$ cat config.mk
export PLATFORM = sky130hd
export DESIGN_NAME = bin_to_bcd_seq
export DESIGN_NICKNAME = d
export VERILOG_FILES = /design/src/rtl/bin_to_bcd_seq.sv
export SDC_FILE = /design/constraint.sdc
export NUM_CORES = 1
export LEC_CHECK = 0
export CAP_MARGIN = 20
export CELL_PAD_IN_SITES_DETAIL_PLACEMENT = 1
export CELL_PAD_IN_SITES_GLOBAL_PLACEMENT = 1
export CORE_ASPECT_RATIO = 0.9
export CORE_UTILIZATION = 41
export DETAILED_ROUTE_END_ITERATION = 16
export PLACE_DENSITY = 0.81
export RECOVER_POWER = 25
export SLEW_MARGIN = 20
export SYNTH_ARGS = -nofsm -noshare
export SYNTH_HDL_FRONTEND = slang
export SYNTH_SLANG_ARGS = --single-unit
export TNS_END_PERCENT = 100
$ cat constraint.sdc
create_clock -name clk -period 1.55 [get_ports clk]
set_input_delay 0.3875 -clock clk [delete_from_list [all_inputs] [get_ports clk]]
set_output_delay 0.3875 -clock clk [all_outputs]
set_load 0.02 [all_outputs]
$ cat src/rtl/bin_to_bcd_seq.sv
// bin_to_bcd_seq: sequential double-dabble binary-to-BCD converter; optional macro LEADING_ZERO_BLANK_EN blanks leading zeros
module bin_to_bcd_seq #(
  parameter int IN_W   = 16,
  parameter int DIGITS = 5
) (
  input  logic                  clk,
  input  logic                  rst,
  input  logic                  start,
  input  logic                  enable,
  input  logic [IN_W-1:0]       bin_in,
  output logic                  busy,
  output logic                  done,
  output logic                  overflow,
  output logic [4*DIGITS-1:0]   digits
);
  localparam int BW = 4 * DIGITS;
  localparam int CW = $clog2(IN_W + 1);
  typedef enum logic [1:0] {IDLE, SHIFT, DONE} state_t;
  state_t state, state_nx;
  logic [IN_W-1:0] bin_q;
  logic [BW-1:0] scratch, adj, result, shown;
  logic [CW-1:0] cnt;
  logic ovf_acc;
  logic last;
  assign last = cnt == CW'(IN_W - 1);
  // state register
  always_ff @(posedge clk)
    if (rst) state <= IDLE;
    else state <= state_nx;
  // next-state: start only matters in IDLE, DONE always returns to IDLE
  always_comb
    state_nx = (state == IDLE && start) ? SHIFT :
               (state == SHIFT && last) ? DONE :
               (state == DONE) ? IDLE : state;
  // FSM outputs
  always_comb busy = state != IDLE;
  // add-3 correction of every scratch digit ahead of the shift
  always_comb
    for (int k = 0; k < DIGITS; k++)
      adj[4*k +: 4] = (scratch[4*k +: 4] >= 4'd5) ? scratch[4*k +: 4] + 4'd3 : scratch[4*k +: 4];
  // datapath: capture, shift with overflow detection, result load and done pulse
  always_ff @(posedge clk)
    if (rst) begin
      bin_q    <= '0;
      scratch  <= '0;
      cnt      <= '0;
      ovf_acc  <= 1'b0;
      result   <= '0;
      overflow <= 1'b0;
      done     <= 1'b0;
    end else begin
      done <= state == DONE;
      if (state == IDLE && start) begin
        bin_q   <= bin_in;
        scratch <= '0;
        cnt     <= '0;
        ovf_acc <= 1'b0;
      end else if (state == SHIFT) begin
        scratch <= {adj[BW-2:0], bin_q[IN_W-1]};
        bin_q   <= bin_q << 1;
        cnt     <= cnt + 1'b1;
        ovf_acc <= ovf_acc | adj[BW-1];
      end else if (state == DONE) begin
        result   <= ovf_acc ? {DIGITS{4'h9}} : scratch;
        overflow <= ovf_acc;
      end
    end
  // display mapping: optional leading-zero blanking, then enable blanking on top
  always_comb begin
`ifdef LEADING_ZERO_BLANK_EN
    logic lead;
    shown = result;
    lead  = 1'b1;
    for (int k = DIGITS - 1; k > 0; k--) begin
      lead = lead && (result[4*k +: 4] == 4'h0);
      if (lead) shown[4*k +: 4] = 4'hF;
    end
`else
    shown = result;
`endif
    digits = enable ? shown : '1;
  end
endmodule

### Word-level counts from Yosys, hierarchy flattened

Index checks and enable logic that the tools add are counted.

* bits in latches: 0
* bits in read-only memories: 0
* memories kept: 0
* logic and storage cells: 47
* flip-flop bits (word level): 66
* RAM bits: 0
* output and inout bits: 23
* input port bits: 20

* equal/unequal tests: 3
* multipliers: 0
* bitwise operators: 3
* add/sub/neg operators: 6
* shift operators: 0
* reduce and logical (&&, ||, !) cells: 9
* $lt $le $gt $ge: 5
* muxes and demuxes: 12
* div/mod/pow operators: 0

Operators with widths (count)
* $mux W20: 2
* $mux W16: 2
* $add A4 B2 Y4 const B: 5
* $ge A4 B3 Y1 const B: 5
* $mux W4: 5
* $reduce_bool A2 Y1: 3
* $add A5 B1 Y5 const B: 1
* $eq A5 B4 Y1 const B: 1
* $mux W2: 2
* $reduce_and A3 Y1: 1
* $reduce_bool A3 Y1: 1
* $eq A2 B1 Y1 const B: 1
* $eq A2 B2 Y1 const B: 1
* $logic_and A1 B1 Y1: 2
* $logic_not A2 Y1: 1
* $not A1 Y1: 2
* $reduce_or A2 Y1: 1
* $mux W1: 1
* $or A1 B1 Y1: 1

### Logic depth before layout (Yosys ltp)

Gate-level depths: netlist of run 1.

* word-level depth: 4
* depth in mapped cells: 6
* depth with buffers taken out: 6

### Worst setup path before layout of run 1

No wires, ideal clock.

* path kind: register to output
* from: register state[1]
* to: output port busy
* stages on the path, launching flop included: 5
* path slack: 0.088 ns
* required time: 1.162 ns
* buffers on the path: 3
* arrival time: 1.074 ns
* cells stage by stage: dfxtp_1 > buf_4 > buf_2 > buf_2 > or2_2

* longest elaborated chain between the ends: 1

RTL lines
* from (decl): RTL line 19 `state_t state, state_nx;`
* from (signal assigned): RTL line 29 `else state <= state_nx;`
* $reduce_bool A2 Y1: RTL line 36 `always_comb busy = state != IDLE;`
* to (decl): RTL line 11 `output logic busy,`

Every way passes these cells.

### Worst setup path in the final report of run 1

* from: register state[0]
* to: output port busy

Same word-level chain as after synthesis.

==> impl_metrics.csv, run 1 <==
group,metric,value,unit
cts,clk_latency,0.35,ns
yosys,synth_cell_types,46,
detailed_routing,antenna_left,0,
cts,cts_setup_buffers,0,
pwr,power_density,910,nW/um^2
setup_path,r2r_cells,5,
yosys,synthFlopType,"dfxtp_1",
finish,fin_util,54.6,%
timing,hold_viol,0,
cts,cts_buffer_depth,2,
setup_path,start_kind,"flip-flop",
detailed_routing,wire_per_inst,16.4,microns
finish,drive_gt1_share,20.5,%
timing,worst_clock_skew,0.00427,ns
setup_path,rr_endpoint,"ovf_acc",
yosys,syn_area,3340,sq um
finish,area_growth,25.8,%
place,dpl.hpwl,6.34,mm
yosys,yosysMostFrequentCell,"dfxtp_1",
yosys,seq_area_frac_synth,39.6,%
detailed_routing,drt_iter0_markers,120,
timing,fin_crit,1.53,ns
cts,cts_buffers,9,
yosys,synth_largest_area_cell,"dfxtp_1",
yosys,synth_seq_cells,66,
floorplanning,dieWidth,97.1,microns
pwr,p_leak,0.00161,uW
worst_hold_path,whs_endpoint,"result[6]",
floorplanning,core_area,7690,sq um
setup_path,cp.arrival,1.15,ns
timing,finalSetupTns,0,ns
yosys,ys_warn_count,0,
setup_path,required,1.16,ns
grt,grt_pass1_wl,15.0,mm
timing,tightest_slew,0.681,ns
job,max-cap-violations,0,
grt,antenna_found_initial,0,
setup_path,worstReg2RegStart,"state[1]",
timing,rsz0062_at_grt,"true",
place,port_buffers,42,
cts,holdBufCountCts,0,
grt,overflow,0,
timing,setup_viol,0,
floorplanning,io_pins,43,
floorplanning,num_rows,30,
setup_path,cp-end-kind,"primary output",
finish,nets,486,
yosys,synth_commonest_cells,"dfxtp_1, a21oi_1, nor2_1",
floorplanning,die_y,87.6,microns
grt,grt_pass1_vias,3119,
yosys,async_reset_ff_share,0,%
detailed_routing,via_per_inst,5.54,
cts,cts_sinks,66,
detailed_routing,vias,3073,
pwr,ir_worst_vdd,0.000445,V
finish,fillers,930,
yosys,synth_top_area_share,39.6,%
timing,holdWs,0.451,ns
setup_path,critical_path_class,"reg2out",
place,gp_congestion,0.739,
floorplanning,dieArea,8510,sq um
grt,grt_max_degree,33,
cts,htreeDepth,3,
grt,grt_usage,22.1,%
yosys,syn_nets,439,
floorplanning,start_util,43.4,%
worst_hold_path,hold_path_depth,2,
worst_hold_path,holdCritStartpoint,"result[6]",
cts,clk_pin_slew,0.08,ns
outcome,status,"finished, final reports clean",
timing,slew_violations,0,
timing,fmax,652,MHz
cts,clockRootBuffer,"clkbuf_8",
yosys,synth.area.top_cells,"dfxtp_1, a21oi_1, nand2b_1, nor2_1, ha_1",
finish,antenna_cells,0,
detailed_routing,drc_errors,0,
yosys,postSynthCellCount,407,
timing,period_share,98.9,%
yosys,synth-edff-count,0,
worst_hold_path,hp-class,"reg2reg",
detailed_routing,drt_wl_total,9.11,mm
setup_path,critPathMaxFanout,2,
timing,relSlewSlack,54.5,%
detailed_routing,dr.pass1.iters,4,
setup_path,r2r_slack,0.03,ns
cts,cts_tree,"yes",
yosys,avgSynthCellArea,8.20,sq um
[how the worst max path moves through the flow]
| stage | cells after the start | to | start | slack (ns) |
|---|---|---|---|---|
| floorplan | 4 | busy | state[1] | 0.09 |
| detailed placement | 4 | digits[14] | enable | -0.54 |
| global route | 5 | cnt[3] | state[1] | -0.03 |
| finish | 2 | busy | state[0] | 0.02 |
| CTS | 6 | scratch[12] | scratch[8] | 0.006 |
| global placement | 4 | digits[14] | enable | -0.50 |
[placed cells by master, fill, tap and decap left out, drive strengths merged, types with 10 or more instances in the layout]
cell           Yosys  layout
dfxtp             66      66
inv               23      23
clkdlybuf4s15      0      11
o22ai             10      10
o21ai             21      21
nand2             20      20
buf               19      37
a21oi             53      53
nor3              23      23
clkbuf            15      11
clkdlybuf4s50      0      18
ha                12      12
nand2b            27      27
nor2              45      45
[metrics by stage]
step	instance area [sq um]	power (uW)	instances	worst slack, ns
detailed placement	3930	2350	538	-0.545
finish	4200	3820	555	0.0170
floorplan	3340	2130	407	0.0882
global placement	3930	2330	538	-0.502
CTS	4120	3820	555	0.00569
global route	4200	3960	555	-0.0295
[what timing repair did]
action	CTS	global route
resized for setup	74	24
pin swaps	0	4
cloned	1	0
hold endpoints to repair	0	0
endpoints found under the setup margin	26	14
[per-layer routing]
metal | part of all wire (%) | up-vias | track usage (%) | wire (microns)
li1 | - | 1517 | - | -
met1 | 48 | 1508 | 28.4 | 4400
met2 | 48 | 39 | 38.3 | 4350
met3 | 2.8 | 9 | 4.39 | 259
met4 | 0.96 | 0 | 6.11 | 87
met5 | 0 | - | 0 | 0
[power by group]
| part | total, uW | leakage, uW | switching, uW | internal, uW |
|---|---|---|---|---|
| Sequential | 1790 | 0.000538 | 41.0 | 1750 |
| Clock | 1500 | 0.0000945 | 710 | 785 |
| Combinational | 536 | 0.000974 | 298 | 238 |
[critical path: stages, from the launching register on]
cell and delay (ns):
dfxtp_2 0.33, or2_2 0.30, buf_4 0.16
[area by class of cell]
| type | count | area (sq um) | area share, % |
|---|---|---|---|
| Sequential cell | 66 | 1330 | 31.6 |
| Multi-Input combinational cell | 284 | 1810 | 43.0 |
| Timing Repair Buffer | 70 | 657 | 15.6 |
| Clock inverter | 6 | 66.3 | 1.58 |
| Inverter | 23 | 86.3 | 2.06 |
| Tap cell | 96 | 120 | 2.86 |
| Clock buffer | 10 | 138 | 3.28 |
[sequential cells by signal, indices dropped and copies added (netlist names)]
signal / count
result: 20
scratch: 20
bin_q: 16
cnt: 5
state: 2
done: 1
overflow: 1
ovf_acc: 1
[cell families after synthesis]
group	Yosys count	share of synthesized area [%]
simple gates	144	22.1
compound gates	120	23.1
flops	66	39.6
buf+inv	57	8.51
fa+ha+maj	12	4.50
mux	5	1.50
xor+xnor	3	0.787
No activity file was read; power rests on OpenSTA's default activity.
==> run 2: changes to the inputs <==
--- a/config.mk
+++ b/config.mk
@@ -10,6 +10,7 @@
 export CELL_PAD_IN_SITES_GLOBAL_PLACEMENT = 1
 export CORE_ASPECT_RATIO = 0.9
 export CORE_UTILIZATION = 41
+export CTS_BUF_LIST = sky130_fd_sc_hd__clkbuf_16
 export DETAILED_ROUTE_END_ITERATION = 16
 export PLACE_DENSITY = 0.81
 export RECOVER_POWER = 25
==> impl_metrics.csv, run 2 (same netlist as run 1, synthesis figures left out) <==
group,metric,value,unit
outcome,status,"finished, violations left",
outcome,violations,"setup timing",
timing,tightest_slew,0.704,ns
detailed_routing,drt_iter0_markers,185,
finish,antenna_cells,0,
worst_hold_path,hp-class,"reg2reg",
finish,drive_gt1_share,24.0,%
detailed_routing,vias,3141,
detailed_routing,drt_wl_total,10.1,mm
setup_path,worstReg2RegStart,"state[1]",
finish,nets,486,
cts,cts_buffer_depth,2,
timing,rsz0062_at_grt,"true",
place,gp_congestion,0.739,
floorplanning,io_pins,43,
floorplanning,num_rows,30,
floorplanning,start_util,43.4,%
finish,fillers,900,
detailed_routing,dr.pass1.iters,4,
setup_path,critPathMaxFanout,32,
detailed_routing,antenna_left,0,
floorplanning,die_y,87.6,microns
grt,grt_pass1_vias,3187,
floorplanning,dieWidth,97.1,microns
job,max-cap-violations,0,
place,dpl.hpwl,6.34,mm
timing,setup_ws,-0.00369,ns
finish,fin_util,56.3,%
timing,relSlewSlack,53.0,%
setup_path,cp-end-kind,"flip-flop",
setup_path,rr_endpoint,"scratch[1]",
place,placed_area,3930,sq um
cts,clockRootBuffer,"clkbuf_16",
grt,antenna_found_initial,0,
cts,cts_tree,"yes",
cts,cts_buffers,9,
grt,grt_max_degree,33,
cts,clk_pin_slew,0.06,ns
timing,slew_violations,0,
detailed_routing,via_per_inst,5.66,
finish,top_regs,"result (20), scratch (20), bin_q (16)",
grt,grt_pass1_wl,15.7,mm
timing,period_share,100,%
pwr,p_total,4370,uW
timing,hold_viol,0,
finish,layout_commonest_cell,"dfxtp_1",
cts,cts_sinks,66,
place,port_buffers,42,
floorplanning,core_area,7690,sq um
detailed_routing,wire_per_inst,18.2,microns
finish,most-common-layout-cells,"dfxtp_1, a21oi_1, nor2_1",
timing,worst_clock_skew,0.00563,ns
timing,fin_crit,1.55,ns
cts,clk_latency,0.33,ns
timing,setup_viol,1,
setup_path,r2r_cells,5,
detailed_routing,drc_errors,0,
pwr,p_leak,0.00165,uW
setup_path,crit_start,"state[1]",
cts,cts_setup_buffers,0,
grt,grt_usage,23.5,%
setup_path,r2r_slack,-0.004,ns
floorplanning,dieArea,8510,sq um
pwr,power_density,1010,nW/um^2
cts,holdBufCountCts,0,
grt,overflow,0,
setup_path,start_kind,"flip-flop",
finish,area_growth,29.9,%
cts,htreeDepth,3,
setup_path,cp.arrival,1.76,ns
timing,fmax,644,MHz
finish,final_area,4340,sq um
setup_path,required,1.76,ns
setup_path,critical_path_class,"reg2reg",
setup_path,crit_end,"scratch[1]",
pwr,ir_worst_vdd,0.000482,V
-- run 2: cell types whose count changed in the layout (fill, tap and decap cells not counted), moves of 2 or more --
cell | before | now
clkbuf_8 | 10 | 0
clkbuf_16 | 0 | 9
clkdlybuf4s15_1 | 9 | 0
clkdlybuf4s15_2 | 2 | 11
nand2b_1 | 25 | 23
-- run 2: what timing repair did --
action / CTS / global route
pin swaps: 0 / 4
gates resized for setup: 83 / 33
gates cloned: 1 / 0
endpoints found under the setup margin: 27 / 14
-- run 2: power breakdown --
part           internal [uW]  switching [uW]  leakage, uW  total, uW
clock network           1240             781     0.000135       2020
registers               1750            42.7     0.000538       1790
logic                    243             312     0.000975        555
total                   3230            1140      0.00165       4370
-- run 2: metal layers --
metal  track usage [%]  wire length [microns]  vias to the layer above
li1                  -                      -                     1512
met1              29.0                   4410                     1538
met2              41.2                   5020                       72
met3              5.35                    420                       19
met4              7.46                    232                        0
met5                 0                      0                        -
-- run 2: area by class of cell --
type | count | area, sq um | area share, %
clock buffers | 9 | 225 | 5.19
clock inverters | 7 | 70.1 | 1.62
inverters | 23 | 86.3 | 1.99
multi-input cells | 284 | 1850 | 42.6
flip-flops and latches | 66 | 1330 | 30.6
well taps | 96 | 120 | 2.77
repair buffers | 70 | 659 | 15.2
-- run 2: critical path, cell delays in order (launching register included) --
cell     delay [ns]
dfxtp_1        0.30
buf_4          0.15
and2b_4        0.54
nor2_1         0.10
a31oi_1        0.23
a21oi_1        0.11
-- run 2: metrics by stage --
step | worst slack, ns | std cells | hold WS [ns] | setup TNS [ns]
after floorplan | 0.0882 | 407 | 0.427 | 0
after global placement | -0.502 | 538 | 0.437 | -13.30
after detailed placement | -0.545 | 538 | 0.440 | -15.25
after CTS | -0.0102 | 555 | 0.453 | -0.0186
after global routing | -0.0806 | 555 | 0.469 | -0.561
final | -0.00369 | 555 | 0.449 | -0.00369
-- run 2: worst min-delay path by stage --
stage,startpoint,endpoint,slack [ns],depth (start not counted)
finish,result[6],result[6],0.45,2
CTS,result[6],result[6],0.45,2
global placement,result[10],result[10],0.44,2
floorplan,result[13],result[13],0.43,2
global route,result[6],result[6],0.47,2
detailed placement,result[14],result[14],0.44,2
==> run 3: changes to the inputs <==
--- a/config.mk
+++ b/config.mk
@@ -12,6 +12,7 @@
 export CORE_UTILIZATION = 41
 export CTS_BUF_LIST = sky130_fd_sc_hd__clkbuf_16
 export DETAILED_ROUTE_END_ITERATION = 16
+export GPL_TIMING_DRIVEN = 1
 export PLACE_DENSITY = 0.81
 export RECOVER_POWER = 25
 export SLEW_MARGIN = 20
==> results of run 3 <==
Final layout, timing and power as in run 2 (identical DEF).
